File: config.mk
export PLATFORM = sky130hd
export DESIGN_NAME = va_ovc_state
export DESIGN_NICKNAME = d
export VERILOG_FILES = /design/src/rtl/va_ovc_state.sv
export SDC_FILE = /design/constraint.sdc
export NUM_CORES = 1
export LEC_CHECK = 0
export CAP_MARGIN = 25
export CORE_ASPECT_RATIO = 0.5
export CORE_UTILIZATION = 38
export DETAILED_ROUTE_END_ITERATION = 8
export PLACE_DENSITY = 0.62
export SETUP_SLACK_MARGIN = 0.4
export SLEW_MARGIN = 15
export SYNTH_ARGS = -nofsm -noshare
export SYNTH_HDL_FRONTEND = slang
export SYNTH_SLANG_ARGS = --single-unit
File: constraint.sdc
create_clock -name clk -period 10.33 [get_ports clk]
set_clock_uncertainty 0.1 [all_clocks]
set_input_delay 2.5825 -clock clk [delete_from_list [all_inputs] [get_ports clk]]
set_output_delay 2.5825 -clock clk [all_outputs]
set_load 0.03 [all_outputs]
File: src/rtl/va_ovc_state.sv
// Output-VC stage of the VC allocator: per-VC round-robin grant, credit counting and release.
// Optional feature macro VA_ATOMIC_VC_EN: hold a VC in DRAIN after its tail until every credit is back.
module va_ovc_state #(
  parameter  int unsigned N         = 5,
  parameter  int unsigned V         = 4,
  parameter  int unsigned BUF_DEPTH = 4,
  localparam int unsigned R         = N * V,
  localparam int unsigned IW        = $clog2(R),
  localparam int unsigned VW        = $clog2(V),
  localparam int unsigned CW        = $clog2(BUF_DEPTH + 1)
) (
  input  logic            clk,
  input  logic            rst,
  input  logic [R*V-1:0]  req_in,
  output logic [R*V-1:0]  grant_out,
  output logic [V-1:0]    out_vc_available,
  output logic [V*IW-1:0] owner_out,
  input  logic            flit_sent_valid,
  input  logic [VW-1:0]   flit_sent_vc,
  input  logic            flit_sent_tail,
  input  logic            credit_valid,
  input  logic [VW-1:0]   credit_vc,
  output logic [V-1:0]    has_credit,
  output logic            err
);

  localparam int unsigned SW = IW + 1;

`ifdef VA_ATOMIC_VC_EN
  localparam bit ATOMIC = 1'b1;
`else
  localparam bit ATOMIC = 1'b0;
`endif

  typedef enum logic [1:0] {S_IDLE, S_ACTIVE, S_DRAIN} state_t;

  state_t          r_state [V];
  logic [CW-1:0]   r_cnt   [V];
  logic [IW-1:0]   r_owner [V];
  logic [IW-1:0]   r_ptr   [V];
  logic            r_err;

  logic [V-1:0]    w_flit;
  logic [V-1:0]    w_cred;
  logic [CW-1:0]   w_cnt_nxt [V];
  logic [V-1:0]    w_err_vc;
  logic [R-1:0]    w_reqv    [V];
  logic [R-1:0]    w_onehot  [V];
  logic [V-1:0]    w_found;
  logic [IW-1:0]   w_win     [V];
  logic [SW-1:0]   w_sum;
  logic [R*V-1:0]  w_grant_nxt;

  // Decode the per-VC flit and credit events
  always_comb begin
    w_flit = '0;
    w_cred = '0;
    for (int unsigned o = 0; o < V; o++) begin
      w_flit[o] = flit_sent_valid && (flit_sent_vc == VW'(o));
      w_cred[o] = credit_valid && (credit_vc == VW'(o));
    end
  end

  // Next credit count; overflow/underflow saturate and flag an error
  always_comb begin
    w_err_vc = '0;
    for (int unsigned o = 0; o < V; o++) begin
      w_cnt_nxt[o] = r_cnt[o];
      if (w_flit[o] && !w_cred[o]) begin
        if (r_cnt[o] == '0) w_err_vc[o] = 1'b1;
        else                w_cnt_nxt[o] = r_cnt[o] - CW'(1);
      end else if (w_cred[o] && !w_flit[o]) begin
        if (r_cnt[o] == CW'(BUF_DEPTH)) w_err_vc[o] = 1'b1;
        else                            w_cnt_nxt[o] = r_cnt[o] + CW'(1);
      end
      if (w_flit[o] && (r_state[o] == S_IDLE)) w_err_vc[o] = 1'b1;
    end
  end

  // Regroup requests per output VC
  always_comb begin
    for (int unsigned o = 0; o < V; o++) begin
      w_reqv[o] = '0;
      for (int unsigned k = 0; k < R; k++) w_reqv[o][k] = req_in[k*V+o];
    end
  end

  // Round-robin: first requester at or after the pointer, wrapping at R
  always_comb begin
    w_sum   = '0;
    w_found = '0;
    for (int unsigned o = 0; o < V; o++) begin
      w_win[o]    = '0;
      w_onehot[o] = '0;
      for (int unsigned i = 0; i < R; i++) begin
        w_sum = {1'b0, r_ptr[o]} + SW'(i);
        if (w_sum >= SW'(R)) w_sum = w_sum - SW'(R);
        if (!w_found[o] && w_reqv[o][w_sum[IW-1:0]]) begin
          w_found[o] = 1'b1;
          w_win[o]   = w_sum[IW-1:0];
        end
      end
      if (w_found[o]) w_onehot[o][w_win[o]] = 1'b1;
    end
  end

  always_comb begin
    w_grant_nxt = '0;
    for (int unsigned o = 0; o < V; o++) begin
      for (int unsigned k = 0; k < R; k++) begin
        w_grant_nxt[k*V+o] = w_onehot[o][k] && (r_state[o] == S_IDLE);
      end
    end
  end

  always_comb begin
    owner_out        = '0;
    out_vc_available = '0;
    has_credit       = '0;
    for (int unsigned o = 0; o < V; o++) begin
      owner_out[o*IW +: IW] = r_owner[o];
      out_vc_available[o]   = (r_state[o] == S_IDLE);
      has_credit[o]         = (r_cnt[o] != '0);
    end
  end

  assign err = r_err;

  always_ff @(posedge clk or posedge rst) begin
    if (rst) begin
      for (int unsigned o = 0; o < V; o++) begin
        r_state[o] <= S_IDLE;
        r_cnt[o]   <= CW'(BUF_DEPTH);
        r_owner[o] <= '0;
        r_ptr[o]   <= '0;
      end
      grant_out <= '0;
      r_err     <= 1'b0;
    end else begin
      grant_out <= w_grant_nxt;
      if (|w_err_vc) r_err <= 1'b1;
      for (int unsigned o = 0; o < V; o++) begin
        r_cnt[o] <= w_cnt_nxt[o];
        case (r_state[o])
          S_IDLE: begin
            if (w_found[o]) begin
              r_state[o] <= S_ACTIVE;
              r_owner[o] <= w_win[o];
              r_ptr[o]   <= (w_win[o] == IW'(R - 1)) ? '0 : w_win[o] + IW'(1);
            end
          end
          S_ACTIVE: begin
            if (w_flit[o] && flit_sent_tail) r_state[o] <= ATOMIC ? S_DRAIN : S_IDLE;
          end
          S_DRAIN: begin
            if (w_cnt_nxt[o] == CW'(BUF_DEPTH)) r_state[o] <= S_IDLE;
          end
          default: r_state[o] <= S_IDLE;
        endcase
      end
    end
  end

endmodule
Word-level counts from Yosys, hierarchy flattened
Cells that the tools add are included. W data, S select, Z words.

$add $sub $neg: 168. $lt $le $gt $ge: 168. Eq/ne operators: 38. Muxes and demuxes: 468. Reductions and logical operators: 291.

Operators by type and width (number): $mux W5 (164); $lt A5 B6 Y1 const B (84); $ge A6 B5 Y1 const B (76); $bmux W1 S5 (80); $sub A5 B5 Y5 const B (80); $add A5 B4 Y6 const B (32); $logic_and A1 B1 Y1 (184); $mux W1 (184); $add A5 B3 Y6 const B (16); $add A5 B5 Y6 const B (16); $logic_not A1 Y1 (84); $mux W20 (4); $add A5 B2 Y6 const B (8); $mux W3 (16); $add A5 B1 Y6 const B (4); $eq A3 B3 Y1 const B (8); $mux W2 (12); $pmux W2 S3 (4); $add A5 B1 Y5 const B (4); $demux W1 S5 (4); $eq A5 B5 Y1 const B (4); $ge A5 B1 Y1 const B (4); $ge A5 B5 Y1 const B (4); $eq A2 B2 Y1 const B (8); other kinds (11) (49).

Register bits: 141. Bits of input ports: 89. Output and inout port bits: 109. Word-level logic and storage cells: 1151.

Logic depth before layout (Yosys ltp)
Word-level depth: 68. Mapped depth: 29. Depth with buffers taken out: 24.

Worst setup path after synthesis
OpenSTA, ideal clock, no wires.

Path type: in2reg. Start point: in req_in[40]. End point: reg r_ptr[17] (netlist name). Setup time: 0.121 ns. Data arrival time: 6.219 ns. Required time: 10.109 ns. Slack: 3.889 ns. Stages on the path: 18. Cells stage by stage: mux4_2 mux2i_1 nor3_1 o41ai_2 and2_1 nand3_4 nor4b_4 buf_6 or3b_2 o2111a_1 nor3_1 or2_2 inv_1 ha_1 clkbuf_1 nand2_1 nor2_1 o22a_1.

RTL lines: from (decl) (RTL line 14) `input logic [R*V-1:0] req_in,`; to (signal, indexed assignment) (RTL line 149) `r_ptr[o] <= (w_win[o] == IW'(R - 1)) ? '0 : w_win[o] + IW'(1);`; to (decl) (RTL line 40) `logic [IW-1:0] r_ptr [V];`.

==> results.cfg <==
[floorplan]
chipHeight_um = 201
starting_utilization_of_the_core_area_pct = 38.6
fp-row-count = 72
boundaryPins = 198
placeableCoreArea_um2 = 77700
floorplan_die_area_um2 = 80000
fp.dieW_um = 399

[cts]
number_of_clock_sinks_seen_by_cts = 137
cts_max_level = 4
tritoncts_clock_tree = built
number_of_buffers_added_by_the_clock_tree_synthesis_step = 17
clkTransAtPathRegs_ns = 0.07
insertion_delay_ns = 0.44
cts_resized = 0
postCtsSetupBuffers = 0
cts_hold_buffers = 0
clock_tree.root_cell = clkbuf_16
max-clock-path-buffers = 2

[timing]
relative_max_transition_margin_pct = 24.5
finalSetupTns_ns = 0
timing.final.hold_violations = 0
grt_setup_unrepaired = false
finalCriticalPeriod_ns = 7.52
worst_pin_slew_ns = 1.12
final_max_slew_viol_count = 0
period_share_pct = 72.8
report.final.setup_viol = 0
clock.fmax_mhz = 133

[detailed_routing]
drt-vias-per-instance = 6.50
detailedRoute.firstPassIterationCount = 6
first_iter_violations = 3475
routed_wirelength_um = 117000
drt_drc_violations_left = 0
route.vias.total = 32200
wire_per_inst_um = 23.6
ant_nets = 0

[global_route]
globalRouteTotalUtil_pct = 28.0
overflow = 0
grt_pass1_vias = 29700
grt_antenna_before_repair = 1
pin_count_of_the_biggest_net_entering_global_routing = 76
first_pass_grt_wire_length_um = 178000

[min_path]
timing.hold.worst.class = register to register

[placement]
placement.io_buffers = 197
globalplace.congestion = 0.991
detailedPlacementHpwl_um = 91200

[status]
outcome = finished, final reports clean

[synthesis]
synth_fp_nets = 4127
yosysTopAreaCellShare_pct = 11.1
async_flop_share_pct = 100
ys_ff_latch = 137
synth.area.top_cells = dfrtp_1 (11%), ha_1 (7.9%), mux2i_1 (5.3%)
ys_dominant_reg_cell = dfrtp_1
synthesis.yosys.warnings = 0
synth.yosys.seq_area_share_pct = 11.5
synth_top_cell_by_area = dfrtp_1
syn_inst = 3841
postSynthAreaPerCell_um2 = 7.80
synthDistinctLibCells = 143
syn-cell-area_um2 = 30000
synth-edff-count = 0

[final_layout]
leading_cell_type_in_the_layout_fill_and_taps_excluded = nand2_1
final_nets = 4200
fill_cells = 7883
finalCoreUtilization_pct = 42.7
area_growth_syn_to_layout_pct = 10.8
layout-drive-gt1-share_pct = 11.5
n_antenna_cell = 0
commonest_non_fill_non_tap_cells_in_the_layout = nand2_1 (311), a21oi_1 (269), nor2_1 (257)

[worst_setup_path]
critical_path_required_ns = 10.51
critical_path_class = input port to register
timing.critical_path.to_type = register
worstSetupStartpointType = input port
worst-path-max-fanout = 11
critical_path_arrival_ns = 7.70

[flow_run]
cap_viol_max_count = 0
[worst paths after layout]
kind	to	start	cells after the start	slack [ns]
setup / recovery	r_ptr[0]$_DFFE_PP0P_	req_in[19]	14	2.81
hold reg to reg	err$_DFFE_PP0P_	err$_DFFE_PP0P_	2	0.40
max in group asynchronous	grant_out[8]$_DFF_PP0_	rst	4	6.59
hold / removal	err$_DFFE_PP0P_	err$_DFFE_PP0P_	2	0.40
min in group asynchronous	grant_out[69]$_DFF_PP0_	rst	2	2.50
setup reg to reg	r_ptr[14]$_DFFE_PP0P_	r_ptr[10]$_DFFE_PP0P_	23	2.88
[metal layers]
metal / vias up / GRT usage, % / wire, um
met5: - / 0 / 13
met4: 2 / 7.67 / 3180
met3: 200 / 2.43 / 8050
met2: 1383 / 45.9 / 54100
met1: 15800 / 39.0 / 51700
li1: 14900 / - / -
[critical path, cell delays in order]
cell             delay, ns
clkdlybuf4s50_1       0.49
mux4_2                0.58
mux2_2                0.30
nand4_1               0.09
a211oi_1              0.14
a311oi_1              0.65
and3_1                0.58
nand3b_4              0.23
nor3_1                0.57
and4bb_2              0.30
a21oi_1               0.50
ha_1                  0.40
a21bo_1               0.19
o22ai_1               0.09
[Yosys cell counts (all sizes together), types with 28 or more instances]
cell / instances
o22ai: 32
xnor2: 132
nor3: 118
nand2b: 70
nor3b: 28
mux2i: 162
a211oi: 72
nand3b: 33
and3: 99
mux4: 68
or2: 40
inv: 166
and2: 41
mux2: 96
buf: 104
nand2: 314
nand3: 130
o21ai: 211
or3: 48
clkbuf: 84
ha: 189
o211ai: 73
a21boi: 53
nor2: 258
nor4: 33
nor2b: 55
o21a: 32
a21oi: 279
a21o: 64
a31oi: 66
dfrtp: 133
nand4: 30
[through the flow]
step | instances | hold WS [ns] | cell area [um2] | worst slack [ns]
5_1_grt | 4963 | 0.429 | 33200 | 2.23
3_5_place_dp | 4929 | 0.388 | 32600 | 2.50
2_1_floorplan | 3841 | 0.373 | 30000 | 3.89
4_1_cts | 4961 | 0.401 | 33200 | 2.93
6_report | 4963 | 0.400 | 33200 | 2.81
3_3_place_gp | 4927 | 0.382 | 32600 | 2.62
[flip-flops by register name, indices dropped and copies added, names as in the netlist]
signal,count
r_state,4
owner_out,20
err,1
grant_out,80
r_ptr,20
r_cnt,12
[kinds of logic after synthesis]
group	Yosys count	share of synthesized area [%]
mux	326	14.3
xor+xnor	143	4.57
fa+ha+maj	197	8.43
buf+inv	362	5.52
compound gates	1281	30.2
simple gates	1395	25.5
flops	137	11.5
[layout make-up]
| cell class | count | area, um2 | area share (%) |
|---|---|---|---|
| multi-input cells | 3342 | 24900 | 75.0 |
| flip-flops and latches | 137 | 3440 | 10.4 |
| repair buffers | 242 | 2330 | 7.02 |
| well taps | 1036 | 1300 | 3.91 |
| inverters | 174 | 658 | 1.98 |
| clock buffers | 18 | 439 | 1.32 |
| clock inverters | 14 | 130 | 0.392 |
Power is left out: the tool's default activity adds up to more than one toggle a clock period on the data nets, which glitch-free logic cannot reach.
